<file path="src/rtl/bcd_pkg.sv">
// Shared BCD definitions used by the BCD<->binary converters.
package bcd_pkg;
  localparam int unsigned DIGIT_W   = 4;
  localparam int unsigned MAX_DIGIT = 9;

  typedef enum logic [1:0] {
    IDLE = 2'd0,
    CONV = 2'd1,
    DONE = 2'd2
  } bcd_state_e;
endpackage

</file>
<file path="src/rtl/bcd_digit_mac.sv">
// One Horner step for decimal conversion: acc*10 + d, with a digit range check.
module bcd_digit_mac
  import bcd_pkg::*;
#(
  parameter int unsigned OUT_W = 32
) (
  input  logic [OUT_W-1:0]   acc,
  input  logic [DIGIT_W-1:0] d,
  output logic [OUT_W-1:0]   acc_nxt,
  output logic               invalid
);
  // x10 as shift-and-add keeps this a pair of adders rather than a multiplier
  assign acc_nxt = (acc << 3) + (acc << 1) + OUT_W'(d);
  assign invalid = (d > DIGIT_W'(MAX_DIGIT));
endmodule

</file>
<file path="src/rtl/bcd_to_bin.sv">
// Sequential packed-BCD to binary converter, MS digit first, one digit per clock.
module bcd_to_bin
  import bcd_pkg::*;
#(
  parameter int unsigned DIGITS = 8,
  parameter int unsigned OUT_W  = 32
) (
  input  logic                      clk,
  input  logic                      rst,
  input  logic                      start,
  input  logic [DIGIT_W*DIGITS-1:0] bcd,
  output logic                      busy,
  output logic                      done,
  output logic [OUT_W-1:0]          data,
  output logic                      err
);
  localparam int unsigned IN_W  = DIGIT_W * DIGITS;
  localparam int unsigned CNT_W = (DIGITS > 1) ? $clog2(DIGITS) : 1;

  bcd_state_e         state_q, state_d;
  logic [IN_W-1:0]    sh_q;
  logic [OUT_W-1:0]   acc_q, acc_nxt;
  logic [CNT_W-1:0]   cnt_q;
  logic               errf_q, dig_bad, err_all;
  logic               load, step, last;

  bcd_digit_mac #(.OUT_W(OUT_W)) u_mac (
    .acc     (acc_q),
    .d       (sh_q[IN_W-1 -: DIGIT_W]),
    .acc_nxt (acc_nxt),
    .invalid (dig_bad)
  );

  assign last    = (cnt_q == CNT_W'(DIGITS-1));
  assign err_all = errf_q | dig_bad;

  always_comb begin
    state_d = state_q;
    load    = 1'b0;
    step    = 1'b0;
    case (state_q)
      IDLE: if (start) begin
        state_d = CONV;
        load    = 1'b1;
      end
      CONV: begin
        step = 1'b1;
        if (last) state_d = DONE;
      end
      DONE: begin
        // back-to-back: a start seen in DONE goes straight into the next conversion
        state_d = start ? CONV : IDLE;
        load    = start;
      end
      default: state_d = IDLE;
    endcase
  end

  always_ff @(posedge clk or posedge rst) begin
    if (rst) state_q <= IDLE;
    else     state_q <= state_d;
  end

  always_ff @(posedge clk or posedge rst) begin
    if (rst) begin
      sh_q   <= '0;
      acc_q  <= '0;
      cnt_q  <= '0;
      errf_q <= 1'b0;
      busy   <= 1'b0;
      done   <= 1'b0;
      data   <= '0;
      err    <= 1'b0;
    end else begin
      busy <= (state_d == CONV);
      done <= step && last;
      if (load) begin
        sh_q   <= bcd;
        acc_q  <= '0;
        cnt_q  <= '0;
        errf_q <= 1'b0;
      end else if (step) begin
        sh_q   <= sh_q << DIGIT_W;
        acc_q  <= acc_nxt;
        cnt_q  <= cnt_q + 1'b1;
        errf_q <= err_all;
        if (last) begin
          data <= err_all ? '0 : acc_nxt;
          err  <= err_all;
        end
      end
    end
  end
endmodule

</file>
<file path="config.mk">
export PLATFORM = sky130hd
export DESIGN_NAME = bcd_to_bin
export DESIGN_NICKNAME = d
export VERILOG_FILES = /design/src/rtl/bcd_pkg.sv /design/src/rtl/bcd_digit_mac.sv /design/src/rtl/bcd_to_bin.sv
export SDC_FILE = /design/constraint.sdc
export NUM_CORES = 1
export LEC_CHECK = 0
export ABC_AREA = 1
export BUFFER_PORTS_ARGS = -buffer_cell sky130_fd_sc_hd__buf_4
export CORE_MARGIN = 1.5
export CORE_UTILIZATION = 50
export CTS_CLUSTER_DIAMETER = 30
export DETAILED_ROUTE_END_ITERATION = 10
export GPL_ROUTABILITY_DRIVEN = 0
export GPL_TIMING_DRIVEN = 1
export PLACE_DENSITY = 0.71
export SLEW_MARGIN = 15
export SYNTH_ARGS = -nofsm -noshare
export SYNTH_HDL_FRONTEND = slang
export SYNTH_SLANG_ARGS = --single-unit
</file>
<file path="constraint.sdc">
create_clock -name clk -period 4.2 [get_ports clk]
set_input_delay 0.42 -clock clk [delete_from_list [all_inputs] [get_ports clk]]
set_output_delay 0.42 -clock clk [all_outputs]
set_load 0.02 [all_outputs]
</file>
==> results of run 1 <==
per-stage QoR:
step	utilization, %	instances	hold WS (ns)
after floorplan	-	907	0.450
after global placement	57.1	1130	0.463
after detailed placement	57.1	1130	0.467
after CTS	59.6	1145	0.264
after global routing	59.6	1145	0.266
final	59.6	1145	0.249
per-layer routing:
metal | routed length (um) | vias to the layer above | GRT usage [%]
met5 | 0 | - | 0
met4 | 308 | 0 | 8.89
met3 | 658 | 19 | 3.28
met2 | 6740 | 109 | 36.7
met1 | 7710 | 2612 | 33.6
li1 | - | 2980 | -
cell type report:
cell class | instances | area, um^2
Sequential cell | 104 | 2600
Tap cell | 172 | 215
Inverter | 120 | 453
Timing Repair Buffer | 72 | 541
Clock inverter | 6 | 100
Fill cell | 1224 | 5180
Multi-Input combinational cell | 662 | 3510
Clock buffer | 9 | 225
cells in the final DEF, fill, tap and decap left out, types with 2 or more instances in the layout:
master and count:
a21oi_1 19, a21oi_2 4, a22o_1 6, buf_4 72, bufinv_16 2, clkbuf_16 9, dfrtp_1 104, fa_1 2
ha_1 60, inv_1 113, inv_2 6, inv_8 2, nand2_1 371, nand2_2 9, nand3_1 78, nand3_2 6
nand3b_1 4, nand4_1 4, nor2_1 32, nor2_2 8, nor2_4 2, o211ai_1 4, o21ai_0 24, o21bai_1 2
o21bai_2 2, o221ai_1 4, o22ai_1 2, or2_1 2, xnor2_1 8, xor2_1 5
kinds of logic after synthesis:
family	share of synthesized area, %
AND/OR/NAND/NOR	32.6
XOR/XNOR	1.71
adder cells (fa/ha/maj)	11.9
AO/OA/AOI/OAI	6.57
buffers and inverters	8.21
flip-flops	39.1
registers in the layout (all words and copies together) (netlist names):
signal and cells:
data 32, sh_q 32, acc_q 31, cnt_q 3, state_q 2, busy 1
done 1, err 1, errf_q 1
path summary, 6_finish.rpt:
path,from,to,depth (start not counted)
min in group clk,bcd[15],sh_q[15]$_DFFE_PP0P_,3
worst max register to register,sh_q[31]$_DFFE_PP0P_,data[22]$_DFFE_PP0P_,13
worst max-delay path,sh_q[31]$_DFFE_PP0P_,data[22]$_DFFE_PP0P_,13
worst min register to register,data[19]$_DFFE_PP0P_,data[19]$_DFFE_PP0P_,2
worst min-delay path,rst,sh_q[0]$_DFFE_PP0P_,2
max in group asynchronous,rst,data[11]$_DFFE_PP0P_,3
worst reg2reg max path: stages (launching register included):
cell     delay [ns]
dfrtp_1        0.35
inv_1          0.07
fa_1           0.54
fa_1           0.49
inv_1          0.11
nand3_1        0.10
nand3_2        0.13
nand3_1        0.10
nand3_2        0.12
nand2_1        0.08
nand2_1        0.06
nand2_1        0.06
nand3_1        0.11
nand2_1        0.08
==> results.sh, run 1 <==
export IMPL_status="complete, no violations"
export IMPL_cp_slowest_cell="fa_1"
export IMPL_fp_dieH_um=118
export IMPL_ctsHoldBuffers=0
export IMPL_numPortBuffers=69
export IMPL_routed_wl_um=15400
export IMPL_synth_edff_count=0
export IMPL_setup_viol=0
export IMPL_drive_above_1_share_pct=12.9
export IMPL_hold_viol=0
export IMPL_clkTransAtPathRegs_ns=0.08
export IMPL_cp_start_kind="flop"
export IMPL_nNetsFinal=1066
export IMPL_cp_max_fo=4
export IMPL_hp_class="in2async"
export IMPL_min_period_over_period_pct=59.7
export IMPL_dieArea_mm2=0.0140
export IMPL_fmax_mhz=399
export IMPL_root_buffer="clkbuf_16"
export IMPL_avgSynthCellArea_um2=7.34
export IMPL_fin_area_mm2=0.00765
export IMPL_drtIter0Drc=311
export IMPL_drc_errors=0
export IMPL_clock_sinks=104
export IMPL_clockBufferDepth=2
export IMPL_cp_cell_sequence="inv_1, fa_1, fa_1, inv_1, nand3_1, nand3_2, nand3_1, nand3_2, nand2_1, nand2_1, nand2_1, nand3_1, nand2_1"
export IMPL_path_buf_inv=2
export IMPL_synth_seq_area_share_pct=39.1
export IMPL_cts_made_buffers=9
export IMPL_viasPerCell=5.00
export IMPL_dp_slack_ns=1.71
export IMPL_rows=41
export IMPL_netlist_area_mm2=0.00666
export IMPL_yosys_top_cells_count="nand2_1 (371), inv_1 (114), dfrtp_1 (104), nand3_1 (78), ha_1 (60)"
export IMPL_worst_slack_ns=1.69
export IMPL_antenna_diode_count=0
export IMPL_cp_arrival_ns=2.75
export IMPL_placeableCoreArea_mm2=0.0128
export IMPL_tightest_slew_ns=0.996
export IMPL_ys_top_cells_by_area="dfrtp_1 (39%), nand2_1 (21%), ha_1 (11%)"
export IMPL_syn2layout_area_growth_pct=14.8
export IMPL_finalSetupTns_ns=0
export IMPL_grt_pass1_vias=5510
export IMPL_r2r_slack_ns=1.69
export IMPL_cp_slowest_stage_delay_ns=0.54
export IMPL_synthDominantCellAreaShare_pct=39.1
export IMPL_post_synth_top_count_cell="nand2_1"
export IMPL_detail_route_antenna_nets=0
export IMPL_cap_violations=0
export IMPL_postCtsSetupRepairBufs=0
export IMPL_htreeDepth=3
export IMPL_ys_types=34
export IMPL_start_util_pct=51.9
export IMPL_cp_end_kind="flop"
export IMPL_skew_ns=0.00986
export IMPL_grt_use_total_pct=23.6
export IMPL_clk_latency_ns=0.36
export IMPL_crit_family="adder cells"
export IMPL_placed_area_mm2=0.00732
export IMPL_grt_ovfl_total=0
export IMPL_slew_limit_headroom_pct=33.5
export IMPL_rsz0062_at_grt="no"
export IMPL_yosys_most_used_dff="dfrtp_1"
export IMPL_hpwl_um=11600
export IMPL_dr_pass1_iters=5
export IMPL_routedWlPerCell_um=13.5
export IMPL_slew_viol_final=0
export IMPL_cts_resized_gates=0
export IMPL_antenna_found_initial=0
export IMPL_ys_ff_latch=104
export IMPL_cts_tree="done"
export IMPL_postSynthNetCount=1004
export IMPL_die_w_um=118
export IMPL_yosysWarningCount=0
export IMPL_crit_top_cell="nand2_1"
export IMPL_critPathRequiredTime_ns=4.45
export IMPL_postSynthCellCount=907
export IMPL_synthArstFlopShare_pct=100
export IMPL_min_period_ns=2.51
export IMPL_critPathKind="reg2reg"
export IMPL_grt_max_degree=74
export IMPL_grt_pass1_wl_um=26600
export IMPL_pin_count=70
export IMPL_synth_top_area_cell="dfrtp_1"
export IMPL_via_count=5720
Power of run 1 is not shown: default switching activity piles up to over one toggle a cycle in this logic, so the estimate is an artifact.
==> run 2, diff against run 1 <==
--- a/config.mk
+++ b/config.mk
@@ -13,7 +13,7 @@
 export DETAILED_ROUTE_END_ITERATION = 10
 export GPL_ROUTABILITY_DRIVEN = 0
 export GPL_TIMING_DRIVEN = 1
-export PLACE_DENSITY = 0.71
+export PLACE_DENSITY = 0.74
 export SLEW_MARGIN = 15
 export SYNTH_ARGS = -nofsm -noshare
 export SYNTH_HDL_FRONTEND = slang
==> constraint.sdc (replaced) <==
create_clock -name clk -period 2.3 [get_ports clk]
set_input_delay 0.23 -clock clk [delete_from_list [all_inputs] [get_ports clk]]
set_output_delay 0.23 -clock clk [all_outputs]
set_load 0.02 [all_outputs]
==> results.sh, run 2 (same netlist as run 1, synthesis figures left out) <==
export IMPL_status="complete, but fails checks"
export IMPL_violations="negative setup slack"
export IMPL_worst_slack_ns=-0.0328
export IMPL_rows=41
export IMPL_fmax_mhz=429
export IMPL_clkTransAtPathRegs_ns=0.08
export IMPL_final_cells=1169
export IMPL_cts_made_buffers=9
export IMPL_htreeDepth=3
export IMPL_rsz0062_at_grt="yes"
export IMPL_grt_use_total_pct=24.4
export IMPL_dp_slack_ns=-0.0666
export IMPL_cp_end_kind="flop"
export IMPL_cts_tree="done"
export IMPL_min_period_ns=2.33
export IMPL_placeableCoreArea_mm2=0.0128
export IMPL_slew_limit_headroom_pct=29.0
export IMPL_tightest_slew_ns=1.06
export IMPL_crit_family="adder cells"
export IMPL_routed_wl_um=17300
export IMPL_grt_ovfl_total=0
export IMPL_cap_violations=0
export IMPL_dieArea_mm2=0.0140
export IMPL_nNetsFinal=1089
export IMPL_rr_endpoint="data[16]$_DFFE_PP0P_"
export IMPL_crit_top_cell="nand2_2"
export IMPL_routedWlPerCell_um=14.8
export IMPL_die_w_um=118
export IMPL_cp_arrival_ns=2.64
export IMPL_cp_slowest_cell="dfrtp_1"
export IMPL_hold_viol=0
export IMPL_grt_max_degree=58
export IMPL_placed_cells=1147
export IMPL_crit_reg2reg_launch="acc_q[1]$_DFFE_PP0P_"
export IMPL_skew_ns=0.0123
export IMPL_via_count=6132
export IMPL_cp_slowest_stage_delay_ns=0.42
export IMPL_start_util_pct=51.9
export IMPL_clockBufferDepth=2
export IMPL_critPathRequiredTime_ns=2.60
export IMPL_min_period_over_period_pct=101
export IMPL_critPathKind="reg2reg"
export IMPL_hpwl_um=11900
export IMPL_numPortBuffers=69
export IMPL_slew_viol_final=0
export IMPL_dr_wl_met2_um=8180
export IMPL_cp_max_fo=4
export IMPL_clock_sinks=104
export IMPL_cp_cell_sequence="ha_1, ha_2, inv_2, fa_2, inv_2, nand3_2, nand3_4, nand2_2, nand2_4, nand2_2, nand2_2, xor2_1, nand2_1, nand2_1"
export IMPL_clk_latency_ns=0.37
export IMPL_syn2layout_area_growth_pct=24.9
export IMPL_drive_above_1_share_pct=25.1
export IMPL_dr_pass1_iters=5
export IMPL_reg2reg_depth=14
export IMPL_root_buffer="clkbuf_16"
export IMPL_cp_start_kind="flop"
export IMPL_routed_top_layer="met4"
export IMPL_setup_viol=10
export IMPL_detail_route_antenna_nets=0
export IMPL_final_common_cell="nand2_1"
export IMPL_utilization_pct=64.9
export IMPL_drt_met1_wl_um=7770
export IMPL_grt_pass1_wl_um=27400
export IMPL_pin_count=70
export IMPL_fp_dieH_um=118
export IMPL_antenna_diode_count=0
export IMPL_path_buf_inv=2
export IMPL_reg_top3="data: 32 flops, sh_q: 32 flops, acc_q: 31 flops"
export IMPL_drc_errors=0
export IMPL_antenna_found_initial=0
export IMPL_met3_length_um=845
export IMPL_viasPerCell=5.25
export IMPL_grt_pass1_vias=5825
export IMPL_hp_class="in2async"
export IMPL_r2r_slack_ns=-0.03
export IMPL_mostFrequentLayoutCells="nand2_1 (339), inv_1 (105), dfrtp_1 (104), buf_4 (93), nand3_1 (61)"
export IMPL_drtIter0Drc=382
## run 2: cell count changes in the layout (fill, tap and decap cells not counted), moves of 11 or more
cell,previous run,this run
nand3_1,78,61
ha_1,60,37
nand2_2,9,36
ha_2,0,11
nand2_1,371,339
ha_4,0,12
buf_4,72,93
nand3_2,6,17
## run 2: how the worst max path moves through the flow
| stage | slack (ns) | to | depth (start not counted) | from |
|---|---|---|---|---|
| after global routing | -0.12 | data[23]$_DFFE_PP0P_ | 15 | acc_q[0]$_DFFE_PP0P_ |
| after floorplan | 0.11 | data[16]$_DFFE_PP0P_ | 13 | acc_q[0]$_DFFE_PP0P_ |
| after CTS | 0.005 | data[11]$_DFFE_PP0P_ | 12 | sh_q[31]$_DFFE_PP0P_ |
| final | -0.03 | data[16]$_DFFE_PP0P_ | 14 | acc_q[1]$_DFFE_PP0P_ |
| after detailed placement | -0.07 | data[22]$_DFFE_PP0P_ | 13 | acc_q[0]$_DFFE_PP0P_ |
| after global placement | -0.003 | data[22]$_DFFE_PP0P_ | 13 | acc_q[0]$_DFFE_PP0P_ |
## run 2: per-stage QoR
step / setup TNS (ns) / area (um^2) / hold WS, ns
2_1_floorplan: 0 / 6670 / 0.357
3_3_place_gp: -0.00343 / 7450 / 0.449
3_5_place_dp: -0.779 / 7450 / 0.453
4_1_cts: 0 / 7780 / 0.0621
5_1_grt: -2.34 / 8320 / 0.0851
6_report: -0.145 / 8320 / 0.0362
## run 2: per-layer routing
layer  up-vias  track usage (%)
met5         -                0
met4         0             9.34
met3        34             4.49
met2       164             39.0
met1      2903             33.1
li1       3031                -
## run 2: cell type report
| class | count | area, um^2 |
|---|---|---|
| clock buffer | 10 | 239 |
| inverter | 120 | 454 |
| sequential | 104 | 2600 |
| timing repair buffer | 95 | 721 |
| fill | 1094 | 4500 |
| multi-input combinational | 662 | 4030 |
| clock inverter | 6 | 61.3 |
| tap | 172 | 215 |
## run 2: worst reg2reg max path: stages (launching register included)
cell and delay (ns):
dfrtp_1 0.42, ha_1 0.30, ha_2 0.18, inv_2 0.05, fa_2 0.40, inv_2 0.08
nand3_2 0.09, nand3_4 0.14, nand2_2 0.08, nand2_4 0.09, nand2_2 0.05, nand2_2 0.07
xor2_1 0.17, nand2_1 0.07, nand2_1 0.09
## run 2: timing repair
action	4_1_cts	5_1_grt
hold buffers	0	0
setup buffers	1	5
gates resized for setup	7	117
pin swaps	3	37
endpoints found under the setup margin	36	47
gates cloned	0	0
Power of run 2 is left out for the same reason.
